### src/rtl/ksa_pipe.sv
// ksa_pipe: pipelined Kogge-Stone adder with valid/ready streams, carry-in, signed overflow and tag passthrough; define KSA_PIPE_SUB_EN to add the sub port (a - b - cin)
module ksa_pipe #(
  parameter int WIDTH     = 16,
  parameter int REG_EVERY = 2,
  parameter int TAG_W     = 4
) (
  input  logic             clk,
  input  logic             rst_n,
  input  logic             in_valid,
  output logic             in_ready,
  input  logic [WIDTH-1:0] a,
  input  logic [WIDTH-1:0] b,
  input  logic             cin,
  input  logic [TAG_W-1:0] in_tag,
`ifdef KSA_PIPE_SUB_EN
  input  logic             sub,
`endif
  output logic             out_valid,
  input  logic             out_ready,
  output logic [WIDTH-1:0] sum,
  output logic             cout,
  output logic             ovf,
  output logic [TAG_W-1:0] out_tag
);
  localparam int LEVELS = $clog2(WIDTH);
  localparam int NGRP   = (LEVELS + REG_EVERY - 1) / REG_EVERY;
  logic             w_adv, w_sub, w_ci;
  logic [WIDTH-1:0] w_b, w_p0, w_g0, w_g, w_p, w_gf, w_p_fin, w_sum;
  logic             w_c_fin;
  logic [WIDTH-1:0] w_gg [NGRP];
  logic [WIDTH-1:0] w_pg [NGRP];
  logic [WIDTH-1:0] r_g [NGRP];
  logic [WIDTH-1:0] r_pp [NGRP];
  logic [WIDTH-1:0] r_p [NGRP];
  logic             r_c [NGRP];
  logic [TAG_W-1:0] r_tag [NGRP];
  logic [NGRP:0]    r_v;
  logic [WIDTH-1:0] r_sum;
  logic             r_cout, r_ovf;
  logic [TAG_W-1:0] r_out_tag;
`ifdef KSA_PIPE_SUB_EN
  assign w_sub = sub;
`else
  assign w_sub = 1'b0;
`endif
  assign w_adv     = !r_v[NGRP] | out_ready;
  assign in_ready  = w_adv;
  assign out_valid = r_v[NGRP];
  assign sum       = r_sum;
  assign cout      = r_cout;
  assign ovf       = r_ovf;
  assign out_tag   = r_out_tag;
  // stage 0: per-bit generate/propagate, subtraction folded in as ~b with inverted carry-in, carry-in folded into bit 0
  always_comb begin
    w_b  = w_sub ? ~b : b;
    w_ci = cin ^ w_sub;
    w_p0 = a ^ w_b;
    w_g0 = (a & w_b) | {{(WIDTH-1){1'b0}}, w_p0[0] & w_ci};
  end
  // prefix levels, each group of REG_EVERY levels starting from its register boundary
  always_comb begin
    w_g  = '0;
    w_p  = '0;
    w_gg = '{default: '0};
    w_pg = '{default: '0};
    for (int l = 0; l < LEVELS; l++) begin
      if (l % REG_EVERY == 0) begin
        w_g = r_g[l / REG_EVERY];
        w_p = r_pp[l / REG_EVERY];
      end
      w_g = w_g | (w_p & (w_g << (1 << l)));
      w_p = w_p & ((w_p << (1 << l)) | ~({WIDTH{1'b1}} << (1 << l)));
      if ((l + 1) % REG_EVERY == 0 || l == LEVELS - 1) begin
        w_gg[l / REG_EVERY] = w_g;
        w_pg[l / REG_EVERY] = w_p;
      end
    end
  end
  // final stage: group carries become bit carries; c[-1] is the effective carry-in
  always_comb begin
    w_gf    = w_gg[NGRP-1];
    w_p_fin = r_p[NGRP-1];
    w_c_fin = r_c[NGRP-1];
    w_sum   = w_p_fin ^ {w_gf[WIDTH-2:0], w_c_fin};
  end
  // datapath pipeline registers; contents of bubbles are don't-care so no reset
  always_ff @(posedge clk)
    if (w_adv) begin
      r_g[0]   <= w_g0;
      r_pp[0]  <= w_p0;
      r_p[0]   <= w_p0;
      r_c[0]   <= w_ci;
      r_tag[0] <= in_tag;
      for (int j = 1; j < NGRP; j++) begin
        r_g[j]   <= w_gg[j-1];
        r_pp[j]  <= w_pg[j-1];
        r_p[j]   <= r_p[j-1];
        r_c[j]   <= r_c[j-1];
        r_tag[j] <= r_tag[j-1];
      end
    end
  // valid chain and output register, all shifting together on global advance
  always_ff @(posedge clk or negedge rst_n)
    if (!rst_n) begin
      r_v       <= '0;
      r_sum     <= '0;
      r_cout    <= 1'b0;
      r_ovf     <= 1'b0;
      r_out_tag <= '0;
    end else if (w_adv) begin
      r_v       <= {r_v[NGRP-1:0], in_valid};
      r_sum     <= w_sum;
      r_cout    <= w_gf[WIDTH-1];
      r_ovf     <= w_gf[WIDTH-1] ^ w_gf[WIDTH-2];
      r_out_tag <= r_tag[NGRP-1];
    end
endmodule
### config.mk
export PLATFORM = sky130hd
export DESIGN_NAME = ksa_pipe
export DESIGN_NICKNAME = d
export VERILOG_FILES = /design/src/rtl/ksa_pipe.sv
export SDC_FILE = /design/constraint.sdc
export NUM_CORES = 1
export LEC_CHECK = 0
export ABC_AREA = 1
export CAP_MARGIN = 20
export CORE_AREA = 2 2 104 106
export CTS_CLUSTER_SIZE = 10
export DETAILED_ROUTE_END_ITERATION = 10
export DIE_AREA = 0 0 106 108
export PLACE_DENSITY = 0.65
export SYNTH_ARGS = -nofsm -noshare
export SYNTH_HDL_FRONTEND = slang
export SYNTH_SLANG_ARGS = --single-unit
export TNS_END_PERCENT = 20
### constraint.sdc
create_clock -name clk -period 3 [get_ports clk]
set_clock_uncertainty 0.1 [all_clocks]
set_input_delay 0.9 -clock clk [delete_from_list [all_inputs] [get_ports clk]]
set_output_delay 0.9 -clock clk [all_outputs]
set_load 0.02 [all_outputs]
==> results of run 1 <==
==> registers in the layout, indices dropped and copies added (netlist names) <==
register,cells
r_tag,8
ovf,1
cout,1
r_c,2
r_p,15
out_tag,4
sum,16
r_v,3
r_g,32
r_pp,29
==> path summary, 6_finish.rpt <==
check                           slack (ns)          end  depth (start not counted)        from
worst min-delay path                  0.33  r_pp[0][16]                          0  r_pp[0][0]
min in group asynchronous             0.80       sum[0]                          2       rst_n
worst max-delay path                  0.30     in_ready                          4   out_ready
worst min register to register        0.33  r_pp[0][16]                          0  r_pp[0][0]
worst max register to register        1.50   r_p[0][31]                          4      r_v[2]
max in group asynchronous             1.74      sum[15]                          2       rst_n
==> power groups by stage <==
stage	clock, mW	sequential, mW	combinational (mW)
global placement	0	2.46	1.24
CTS	0.882	2.44	1.27
floorplan	0	2.59	0.560
global route	0.934	2.49	1.40
finish	0.851	2.43	1.25
detailed placement	0	2.47	1.26
==> metal layers <==
metal / GRT usage, % / up-vias
met5: 0 / -
met4: 7.71 / 0
met3: 2.35 / 16
met2: 20.8 / 69
met1: 16.8 / 1165
li1: - / 1301
==> cells in the final DEF (no fill, tap or decap) <==
cell type and count:
a21o_1 2, a21oi_1 15, a31oi_1 1, buf_12 2, buf_4 2, bufinv_16 1, clkbuf_1 1, clkbuf_8 9
clkdlybuf4s50_1 63, clkinv_1 2, clkinv_2 1, clkinv_4 1, dfrtp_1 25, edfxtp_1 86, ha_1 16, inv_1 23
inv_4 1, inv_6 1, nand2_1 97, nand3_1 5, nand3_2 5, nand3b_1 7, nor2_1 10, nor2_4 1
nor3_1 2, o21ai_0 22, o21bai_1 3, or2_2 1, xnor2_1 9
==> cell families (layout without fill, tap and decap cells) <==
logic type	count (synthesis)	after routing	synth area share, %
AOI/OAI and AO/OA	43	43	5.20
adders and majority gates	16	16	4.55
and+or+nand+nor	128	128	12.6
xor gates and xnor gates	9	9	1.79
DFF	111	111	72.9
buffers and inverters	28	107	2.96
==> layout make-up <==
class | count | area (µm²) | share of cell area [%]
clock buffers | 10 | 128 | 2.36
clock inverters | 6 | 60.1 | 1.11
inverters | 24 | 92.6 | 1.71
multi-input cells | 196 | 1060 | 19.7
flip-flops and latches | 111 | 3210 | 59.3
well taps | 136 | 170 | 3.15
repair buffers | 67 | 686 | 12.7
==> per-stage QoR <==
step                      power [mW]  util, %  hold WS [ns]  setup slack (ns)
after global placement          3.70     51.0         0.303             0.283
after detailed placement        3.73     51.0         0.306             0.288
after global routing            4.82     52.9         0.333             0.253
after CTS                       4.59     52.9         0.330             0.279
after floorplan                 3.15        -         0.300             0.453
final                           4.53     52.9         0.327             0.299
==> results by group, run 1 <==
STA
  • Period Utilization, post-route: 90.0%
  • Total negative setup slack: 0 ns
  • Max frequency: 370 MHz
  • Unrepaired setup endpoints after global routing: false
  • Hold Vio Cnt, Final: 0
  • Slew Viols, Final: 0
  • Final setup violation count: 0
  • Slew @ Worst Pin: 0.518 ns
  • Slew headroom: 65.5%
  • Post-layout min period: 2.70 ns

GRT
  • Largest net degree at the start of global routing: 101
  • First-pass GRT wire length: 11.5 mm
  • Congestion Overflow GR: 0
  • Initial antenna violation count: 0
  • Vias in the first global route: 2570
  • Total GRT Usage: 13.0%

Power
  • Worst VDD drop: 0.385 mV
  • Pwr dens: 838 mW/mm²
  • NetSw: 1.40 mW
  • Flop pwr share: 53.7%
  • Clk pwr share: 18.8%
  • Leakage power: 2.22 nW
  • Logic pwr share: 27.5%
  • Power Internal: 3.14 mW
  • Sw Share: 30.8%

Worst setup path
  • Critical setup path kind: in -> out
  • Crit path max-delay family: buffers and inverters
  • Worst-path cell chain: clkdlybuf4s50_1 > nor2_4 > inv_4 > buf_12
  • Worst Setup End Kind: output pin
  • Req. time, crit path: 2.00 ns
  • CP bufs+invs: 3
  • Worst Path Arrival: 1.70 ns
  • Crit Path Max Fanout: 2
  • Crit path launch type: input port
  • Crit-path slowest cell: clkdlybuf4s50_1
  • Worst path max stage delay: 0.45 ns

Logic synthesis
  • Mapped Cells: 335
  • Synth cell types: 21
  • Yosys warns: 0
  • Commonest cells in the netlist: nand2_1 (97), edfxtp_1 (86), dfrtp_1 (25)
  • Sequential share of the synthesized area: 72.9%
  • EDFF count, synth: 86
  • Synth top area cells: edfxtp_1 (59%), dfrtp_1 (14%), nand2_1 (8.3%), ha_1 (4.5%), o21ai_0 (2.5%)
  • Fraction of registers with async set/reset: 22.5%
  • Synthesized flop and latch total: 111
  • Top-count cell post-synth: nand2_1
  • Post-Syn Nets: 392
  • Syn Area/Cell: 13.1 µm²
  • Share of the synthesized area in the top cell type: 58.7%
  • Cell taking the most area after synthesis: edfxtp_1
  • Prevailing post-synth register cell: edfxtp_1
  • Mapped cell area: 0.00440 mm²

Routing
  • Post-Route M1 WL: 3.28 mm
  • Iter 0 DRT Violations: 144
  • WL met3: 313 µm
  • DRT antenna net count: 0
  • Max Used Layer: met4
  • Post-Route WL: 6.88 mm
  • DR vias: 2551
  • Wire length on met2: 3.11 mm
  • Drt drc: 0
  • WL/cell: 12.5 µm
  • DRT Pass-1 Iters: 4
  • Via density: 4.64

Layout
  • Layout cells sized above 1: 6.04%
  • Diodes inserted: 0
  • Number of filler cells placed in the layout: 913
  • Post-route cell area: 0.00541 mm²
  • Post-Layout Cell Count: 550
  • Fin nets: 466
  • Area delta synth->final: 22.8%

Place
  • DP HPWL: 4.71 mm
  • Placed inst area: 0.00522 mm²
  • Post-Place Cells: 534
  • Final RePlAce weighted congestion: 0.841
  • I/O Buffers: 64

Floorplan
  • Die Wd: 106 µm
  • FP Rows: 37
  • Initial Util: 43.0%
  • I/O Pins: 65
  • Core area: 0.0102 mm²
  • Die area: 0.0114 mm²
  • Height of the die: 108 µm

Clock network
  • Post-CTS Resized: 0
  • Num CTS Buffers: 9
  • Number of post-CTS setup repair buffers: 0
  • CTS clk-pin slew, worst paths: 0.09 ns
  • Root buf cell: clkbuf_8
  • Sink Count: 111
  • Cts hold-fix bufs: 0
  • CTS tree: yes
  • Clock Latency Late Sink: 0.36 ns
  • Clock tree buffer depth: 2
  • H-tree Lvls: 3

Min path
  • Hold Path Class: reg -> reg

Flow run
  • MaxCap Viol Count: 0

Status
  • Status: complete, no violations
No activity file was read; power rests on OpenSTA's default activity.
==> inputs of run 2 (changes only) <==
- CTS_CLUSTER_SIZE: 10 -> not set
==> results of run 2 <==
Final layout, timing and power as in run 1 (identical DEF).
